File: src/rtl/uart_rx18_pkg.sv
// Shared constants and state encoding for the 18-channel UART receiver.
package uart_rx18_pkg;

    localparam int CLKS_PER_BIT_2400 = 20833;
    localparam int FRAME_DATA_BITS   = 6;
    localparam int FRAMES_PER_WORD   = 3;
    localparam int GAP_BITS_DEFAULT  = 4;

    typedef enum logic [1:0] {
        ST_IDLE  = 2'd0,
        ST_START = 2'd1,
        ST_DATA  = 2'd2,
        ST_STOP  = 2'd3
    } rx_state_t;

endpackage

File: src/rtl/uart_rx18_frame.sv
// Single-frame decoder: line synchroniser, start/data/stop FSM and shift register.
module uart_rx18_frame
    import uart_rx18_pkg::*;
#(
    parameter int CLKS_PER_BIT = CLKS_PER_BIT_2400,
    parameter int DATA_BITS    = FRAME_DATA_BITS
) (
    input  logic                 i_clk,
    input  logic                 i_rst_n,
    input  logic                 i_rxd,
    output logic [DATA_BITS-1:0] o_data,
    output logic                 o_ok,
    output logic                 o_bad,
    output logic                 o_busy
);

    localparam int CW = $clog2(CLKS_PER_BIT);
    localparam int BW = $clog2(DATA_BITS);
    localparam logic [CW-1:0] CNT_MID  = CW'(CLKS_PER_BIT / 2 - 1);
    localparam logic [CW-1:0] CNT_END  = CW'(CLKS_PER_BIT - 1);
    localparam logic [BW-1:0] BIT_LAST = BW'(DATA_BITS - 1);

    rx_state_t            r_state, w_state_nxt;
    logic                 r_sync1, r_sync2;
    logic [CW-1:0]        r_cnt, w_cnt_nxt;
    logic [BW-1:0]        r_bit, w_bit_nxt;
    logic [DATA_BITS-1:0] r_shreg, w_shreg_nxt;

    always_ff @(posedge i_clk) begin
        if (!i_rst_n) begin
            r_sync1 <= 1'b1;
            r_sync2 <= 1'b1;
            r_state <= ST_IDLE;
            r_cnt   <= '0;
            r_bit   <= '0;
            r_shreg <= '0;
        end else begin
            r_sync1 <= i_rxd;
            r_sync2 <= r_sync1;
            r_state <= w_state_nxt;
            r_cnt   <= w_cnt_nxt;
            r_bit   <= w_bit_nxt;
            r_shreg <= w_shreg_nxt;
        end
    end

    always_comb begin
        w_state_nxt = r_state;
        w_cnt_nxt   = r_cnt;
        w_bit_nxt   = r_bit;
        w_shreg_nxt = r_shreg;
        o_ok        = 1'b0;
        o_bad       = 1'b0;
        case (r_state)
            ST_IDLE: begin
                if (!r_sync2) begin
                    w_state_nxt = ST_START;
                    w_cnt_nxt   = '0;
                end
            end
            ST_START: begin
                // Half a bit in: a line that is high again was only a glitch.
                if (r_cnt == CNT_MID) begin
                    w_cnt_nxt   = '0;
                    w_bit_nxt   = '0;
                    w_state_nxt = r_sync2 ? ST_IDLE : ST_DATA;
                end else begin
                    w_cnt_nxt = r_cnt + CW'(1);
                end
            end
            ST_DATA: begin
                if (r_cnt == CNT_END) begin
                    w_cnt_nxt   = '0;
                    w_shreg_nxt = {r_sync2, r_shreg[DATA_BITS-1:1]};
                    w_bit_nxt   = r_bit + BW'(1);
                    if (r_bit == BIT_LAST)
                        w_state_nxt = ST_STOP;
                end else begin
                    w_cnt_nxt = r_cnt + CW'(1);
                end
            end
            ST_STOP: begin
                // Returning to IDLE at mid-stop lets back-to-back frames through.
                if (r_cnt == CNT_END) begin
                    w_cnt_nxt   = '0;
                    o_ok        = r_sync2;
                    o_bad       = ~r_sync2;
                    w_state_nxt = ST_IDLE;
                end else begin
                    w_cnt_nxt = r_cnt + CW'(1);
                end
            end
            default: w_state_nxt = ST_IDLE;
        endcase
    end

    assign o_data = r_shreg;
    assign o_busy = (r_state != ST_IDLE);

endmodule

File: src/rtl/uart_rx18.sv
// 18-channel UART receiver: assembles three 6-bit frames into one word,
// with frame-error discard and inter-frame gap timeout.
module uart_rx18
    import uart_rx18_pkg::*;
#(
    parameter int CLKS_PER_BIT = CLKS_PER_BIT_2400,
    parameter int DATA_BITS    = FRAME_DATA_BITS,
    parameter int FRAMES       = FRAMES_PER_WORD,
    parameter int GAP_BITS     = GAP_BITS_DEFAULT
) (
    input  logic                        sys_clk,
    input  logic                        sys_reset,
    input  logic                        uart_rxd,
    output logic [DATA_BITS*FRAMES-1:0] rx_data,
    output logic                        rx_valid,
    output logic                        frame_err,
    output logic                        rx_busy
);

    localparam int IW       = $clog2(FRAMES);
    localparam int GAP_CLKS = GAP_BITS * CLKS_PER_BIT;
    localparam int GW       = $clog2(GAP_CLKS);
    localparam logic [IW-1:0] LAST_FRAME = IW'(FRAMES - 1);
    localparam logic [GW-1:0] GAP_END    = GW'(GAP_CLKS - 1);

    logic [DATA_BITS-1:0]                    w_frame_data;
    logic                                    w_frame_ok, w_frame_bad, w_frame_busy;
    logic [IW-1:0]                           r_frame_idx;
    logic [FRAMES-2:0][DATA_BITS-1:0]        r_slot;
    logic [GW-1:0]                           r_gap_cnt;
    logic [DATA_BITS*FRAMES-1:0]             r_rx_data;
    logic                                    r_rx_valid, r_frame_err;

    uart_rx18_frame #(
        .CLKS_PER_BIT(CLKS_PER_BIT),
        .DATA_BITS   (DATA_BITS)
    ) u_frame (
        .i_clk  (sys_clk),
        .i_rst_n(sys_reset),
        .i_rxd  (uart_rxd),
        .o_data (w_frame_data),
        .o_ok   (w_frame_ok),
        .o_bad  (w_frame_bad),
        .o_busy (w_frame_busy)
    );

    always_ff @(posedge sys_clk) begin
        if (!sys_reset) begin
            r_frame_idx <= '0;
            r_slot      <= '0;
            r_gap_cnt   <= '0;
            r_rx_data   <= '0;
            r_rx_valid  <= 1'b0;
            r_frame_err <= 1'b0;
        end else begin
            r_rx_valid  <= 1'b0;
            r_frame_err <= 1'b0;
            if (w_frame_bad) begin
                r_frame_err <= 1'b1;
                r_frame_idx <= '0;
            end else if (w_frame_ok) begin
                if (r_frame_idx == LAST_FRAME) begin
                    r_rx_data   <= {w_frame_data, r_slot};
                    r_rx_valid  <= 1'b1;
                    r_frame_idx <= '0;
                end else begin
                    for (int i = 0; i < FRAMES - 1; i++)
                        if (r_frame_idx == IW'(i))
                            r_slot[i] <= w_frame_data;
                    r_frame_idx <= r_frame_idx + IW'(1);
                end
            end
            // Stale slots need no clearing: they are rewritten before the next word uses them.
            if (!w_frame_busy && r_frame_idx != '0) begin
                if (r_gap_cnt == GAP_END) begin
                    r_gap_cnt   <= '0;
                    r_frame_idx <= '0;
                end else begin
                    r_gap_cnt <= r_gap_cnt + GW'(1);
                end
            end else begin
                r_gap_cnt <= '0;
            end
        end
    end

    assign rx_data   = r_rx_data;
    assign rx_valid  = r_rx_valid;
    assign frame_err = r_frame_err;
    assign rx_busy   = w_frame_busy | (r_frame_idx != '0);

endmodule

File: config.mk
export PLATFORM = sky130hd
export DESIGN_NAME = uart_rx18
export DESIGN_NICKNAME = d
export VERILOG_FILES = /design/src/rtl/uart_rx18_pkg.sv /design/src/rtl/uart_rx18_frame.sv /design/src/rtl/uart_rx18.sv
export SDC_FILE = /design/constraint.sdc
export NUM_CORES = 1
export LEC_CHECK = 0
export BUFFER_PORTS_ARGS = -buffer_cell sky130_fd_sc_hd__buf_2
export CAP_MARGIN = 20
export CORE_MARGIN = 1.5
export CORE_UTILIZATION = 60
export DETAILED_ROUTE_END_ITERATION = 8
export PLACE_DENSITY = 0.9
export SETUP_SLACK_MARGIN = 0.3
export SYNTH_ARGS = -nofsm -noshare
export SYNTH_HDL_FRONTEND = slang
export SYNTH_HIERARCHICAL = 1
export SYNTH_SLANG_ARGS = --single-unit
File: constraint.sdc
create_clock -name sys_clk -period 3.8 [get_ports sys_clk]
set_input_delay 0.57 -clock sys_clk [delete_from_list [all_inputs] [get_ports sys_clk]]
set_output_delay 0.57 -clock sys_clk [all_outputs]
set_load 0.005 [all_outputs]
After elaboration in Yosys (flattened, before gate mapping). Index checks and enable logic that the tools add are counted.

Register bits: 79. Latch bits: 0. RAM bits: 0. Memory bits (read-only): 0. Input port bits: 3. Output and inout port bits: 21. Word-level logic and storage cells: 79. Memories: 0.

Add/subtract/negate cells: 4. Multiply operators: 0. Divide/modulo/power cells: 0. Order comparisons: 0. Equality and inequality tests: 14. Shift operators: 0. Multiplexer cells: 25. Bitwise logic cells: 7. Reductions and logical operators: 16.

Operator list (number): 15-bit two-way mux (3); 15-bit one-hot mux with 3 select lines (1); 2-bit two-way mux (11); 17-bit by 1-bit adder with 17-bit output, second input constant (1); 17-bit == test, second input constant (1); 15-bit by 1-bit adder with 15-bit output, second input constant (1); 15-bit by 14-bit == test with 1-bit output, second input constant (1); 15-bit == test, second input constant (1); 2-bit by 1-bit inequality test with 1-bit output, second input constant (4); 2-bit one-hot mux with 4 select lines (1); 4-bit AND reduction (2); 2-bit == test, second input constant (3); 1-bit two-way mux (6); 3-bit two-way mux (2); 1-bit inverter (6); 3-bit one-hot mux with 2 select lines (1); 3-bit AND reduction (2); 2-bit nonzero test (3); 3-bit OR reduction (2); 5-bit AND reduction (1); 2-bit by 1-bit == test with 1-bit output, second input constant (2); 2-bit zero test (2); 3-bit by 1-bit adder with 3-bit output, second input constant (1); 3-bit == test, second input constant (1); 7 further kinds (7).

Longest topological paths before layout.
Word-level depth: 7. Mapped depth: 12. Mapped depth without buffers: 10.

Cells and area by module. The synthesis kept the hierarchy.

By module, submodules not included: uart_rx18 (instances 1, cells each 227, area an instance 2138.3 um2); uart_rx18_frame (instances 1, cells each 164, area an instance 1413.9 um2).

Worst setup path after synthesis. OpenSTA, ideal clock, no wires.

Kind: flip-flop to flip-flop. From: register u_frame.r_cnt[4]. To: register r_rx_data[13] (netlist: rx_data[13]). Library setup time: 0.116 ns. Arrival: 2.572 ns. Setup slack: 1.111 ns. Stages on the path, launching flop included: 11. Buffers on the path: 2. Period minus slack after synthesis: 2.689 ns. Cell sequence: dfxtp_1 -> or4b_4 -> nor4_4 -> nand3_1 -> nor2_1 -> nand2b_4 -> or3b_1 -> buf_6 -> buf_6 -> nand2_1 -> a21boi_1.

Elaborated cells between the ends (all ways): 7. Classes of those cells: eq/ne (1); mux (4); bitwise (1); reduce/logical (1).

RTL lines: start: declaration (RTL line uart_rx18_frame.sv:25) `logic [CW-1:0] r_cnt, w_cnt_nxt;`; start signal: assignment (RTL line uart_rx18_frame.sv:41) `r_cnt <= w_cnt_nxt;`; 15-bit == test (RTL line uart_rx18_frame.sv:84) `if (r_cnt == CNT_END) begin`; 1-bit two-way mux (RTL line uart_rx18_frame.sv:84); 1-bit two-way mux (RTL line uart_rx18_frame.sv:54) `case (r_state)`; net w_frame_ok (RTL line uart_rx18.sv:27) `logic w_frame_ok, w_frame_bad, w_frame_busy;`; 3-bit AND reduction (no source line); end signal: assignment (RTL line uart_rx18.sv:63) `r_rx_data <= {w_frame_data, r_slot};`; end: declaration (RTL line uart_rx18.sv:31) `logic [DATA_BITS*FRAMES-1:0] r_rx_data;`.

The timed path passes the listed nets, and every way through them passes these cells. A chain may end at the register's enable or synchronous reset.

Worst setup path in the final report.
From: register u_frame.r_cnt[5]. To: register r_rx_data[12] (netlist: rx_data[12]).

Same word-level chain as after synthesis.

==> summary.md <==
| Metric | Value |
|---|---|
| Ant. Diodes | 0 |
| Root buffer cell | clkbuf_8 |
| Post-synth cell types | 56 |
| Total CTS buffers | 9 |
| Min Tclk post-route | 3.07 ns |
| Die Area | 6390 µm² |
| Cts repair resizes | 0 |
| Setup slack at placement | 0.781 ns |
| Clk slew on worst S/H paths | 0.08 ns |
| Post-CTS Setup Bufs | 0 |
| Async SR Flop Fraction | 0% |
| P_leak | 1.35 nW |
| Initial antenna violation count | 0 |
| Routability cong. | 0.808 |
| RSZ-0062 raised after global routing | false |
| Yosys top cell by area | dfxtp_1 |
| Overflow after GRT | 0 |
| Vias per cell | 5.68 |
| Hold path start | uart_rxd |
| Syn-to-layout area delta | 8.70% |
| WL final | 6.77 mm |
| Hold Path Cell Cnt | 2 |
| Wirelength per Cell | 13.9 µm |
| Fin util | 68.9% |
| CTS Buffer Depth | 2 |
| Fill count | 432 |
| PnR worst setup slack | 0.733 ns |
| Min-Delay Endpoint | u_frame/r_sync1$_SDFF_PN1_ |
| Post-synthesis register bit count | 79 |
| Die extent in y | 79.9 µm |
| DRC | 0 |
| Crit start category | register |
| DR vias | 2,760 |
| Share of cells above drive strength 1 | 12.3% |
| R2R cell count | 8 |
| CTS tree | yes |
| Critical Path RT | 4.04 ns |
| Number of I/O pins | 24 |
| Post-synth EDFFs | 0 |
| WS Path Type | reg -> reg |
| # hold bufs at CTS | 0 |
| Maximum vdd drop | 211 µV |
| Setup_tns | 0 ns |
| Number of global-route vias before repair | 2,586 |
| Post-synthesis cell count | 391 |
| Syn nets | 399 |
| Least-Margin Pin Slew | 0.704 ns |
| First-pass GRT wire length | 11.7 mm |
| Hold Fails Final Rpt | 0 |
| DRT Pass-1 Iters | 4 |
| Crit share post-route | 80.7% |
| GRT Util Overall | 23.3% |
| Clock skew | 0.0116 ns |
| Critical R2R Launch | u_frame/r_cnt[5]$_SDFFE_PN0P_ |
| Largest net degree at the start of global routing | 55 |
| Starting Density | 63.3% |
| Post-Syn Area | 3550 µm² |
| Status | complete, no violations |
| Core box area | 5610 µm² |
| DRT antenna net count | 0 |
| Crit. End Element | register |
| Yosys top cell area share | 44.5% |
| Placed wire-length estimate | 4.70 mm |
| Die width | 79.9 µm |
| Setup-failing EPs final | 0 |
| Crit Path Max Fanout | 18 |
| Worst-Skew Late Latency | 0.35 ns |
| Ys flop type | dfxtp_1 |
| Hold Path Class | in -> reg |
| Crit path arrival time | 3.31 ns |
| FF-to-FF setup slack | 0.73 ns |
| Achievable Freq | 326 MHz |
| CTS sink cnt | 79 |
| Worst flop-to-flop path endpoint | rx_data[12]$_SDFFE_PN0P_ |
| Iter 0 DRT Violations | 119 |
| Port-buffer cells | 23 |
| P per Cell Area | 385 nW/µm² |
| Final slew viol count | 0 |
| Max cap viols | 0 |
| Slew HR | 53.1% |
| Synth top area cells | dfxtp_1, nand2_1, mux2i_1 |
| H-tree lvl count | 3 |
| Synth warn | 6 |
| Synth Area per Inst | 9.08 µm² |
| Post-synthesis sequential area ratio | 44.5% |
| Cell Rows | 27 |
| Nets | 418 |
[state kept, by name, summed over array words and instances (netlist names), named ones only]
register,cells
u_frame/r_bit,3
u_frame/r_sync2,1
u_frame/o_data,6
rx_data,18
r_slot,12
rx_valid,1
r_gap_cnt,17
frame_err,1
u_frame/r_cnt,15
u_frame/r_state,1
r_frame_idx,2
u_frame/r_sync1,1
[critical path: stages, from the launching register on]
cell      delay, ns
dfxtp_1        0.43
or4b_4         0.52
nor4_4         0.45
nand3_1        0.16
nor2_1         0.36
nand2b_4       0.15
or3b_1         0.64
nand2_1        0.17
a21boi_0       0.09
[per-stage QoR]
step	cells	cell area, µm²	power [mW]	hold WS [ns]
after floorplan	391	3550	0.878	0.386
after global placement	471	3670	0.886	0.394
after detailed placement	471	3670	0.887	0.393
after CTS	486	3860	1.49	0.389
after global routing	486	3860	1.53	0.408
final	486	3860	1.49	0.397
[how the worst max path moves through the flow]
stage,from,end,slack (ns),cells past startpoint
detailed placement,u_frame/r_cnt[5]$_SDFFE_PN0P_,rx_data[12]$_SDFFE_PN0P_,0.78,8
global route,u_frame/r_cnt[5]$_SDFFE_PN0P_,rx_data[0]$_SDFFE_PN0P_,0.52,8
CTS,u_frame/r_cnt[5]$_SDFFE_PN0P_,rx_data[12]$_SDFFE_PN0P_,0.75,8
global placement,u_frame/r_cnt[5]$_SDFFE_PN0P_,rx_data[12]$_SDFFE_PN0P_,0.88,8
floorplan,u_frame/r_cnt[4]$_SDFFE_PN0P_,rx_data[13]$_SDFFE_PN0P_,1.11,10
finish,u_frame/r_cnt[5]$_SDFFE_PN0P_,rx_data[12]$_SDFFE_PN0P_,0.73,8
[layout by cell type (no fill, tap or decap), types with 4 or more instances in the layout]
master | synthesis | routed
dfxtp_1 | 79 | 79
inv_1 | 12 | 12
a21boi_0 | 9 | 9
a31oi_1 | 10 | 10
nor3_1 | 4 | 4
nand3_1 | 17 | 17
a21boi_1 | 10 | 10
and3_1 | 5 | 5
xnor2_1 | 14 | 14
nor2b_1 | 17 | 17
nand4_1 | 9 | 9
nor2_1 | 41 | 41
ha_1 | 5 | 5
nand3b_1 | 5 | 5
mux2i_1 | 18 | 18
nor4_1 | 7 | 7
clkbuf_8 | 0 | 9
o21ai_0 | 7 | 7
xor2_1 | 9 | 9
nand2_1 | 57 | 57
buf_2 | 2 | 23
[cell type report]
type / instances / area [µm²] / share of cell area, %
inverter: 13 / 48.8 / 1.26
timing repair buffer: 24 / 123 / 3.18
clock buffer: 9 / 124 / 3.21
tap: 72 / 90.1 / 2.33
multi-input combinational: 283 / 1820 / 47.2
sequential: 79 / 1580 / 41.0
clock inverter: 6 / 70.1 / 1.81
[power by group]
part	internal, mW	total, mW	switching (mW)	leakage [nW]
Clock	0.304	0.618	0.314	0.0883
Combinational	0.0128	0.0356	0.0228	0.624
Sequential	0.829	0.832	0.00248	0.637
Total	1.15	1.49	0.339	1.35
[Yosys cell counts, types with 5 or more instances]
cell      count
nand3b_1      5
xor2_1        9
mux2i_1      18
nand4_1       9
a31oi_1      10
and3_1        5
xnor2_1      14
dfxtp_1      79
nor4_1        7
ha_1          5
nor2b_1      17
o21ai_0       7
nand2_1      57
a21boi_1     10
inv_1        12
a21boi_0      9
clkbuf_1      8
nor2_1       41
nand3_1      17
[metal layers]
metal	GRT usage, %	wire length (µm)	share of wire (%)
met5	0	0	0
met4	6.21	55	0.81
met3	6.17	314	4.6
met2	38.9	3300	49
met1	29.7	3100	46
[cell families after synthesis]
group                    share of synthesized area [%]
AO/OA/AOI/OAI                                     9.40
XOR/XNOR                                          5.67
adder cells (fa/ha/maj)                           1.76
buffers and inverters                             4.12
flip-flops                                        44.5
multiplexers                                      5.07
AND/OR/NAND/NOR                                   29.4
Power figures use the tool's default switching activity.
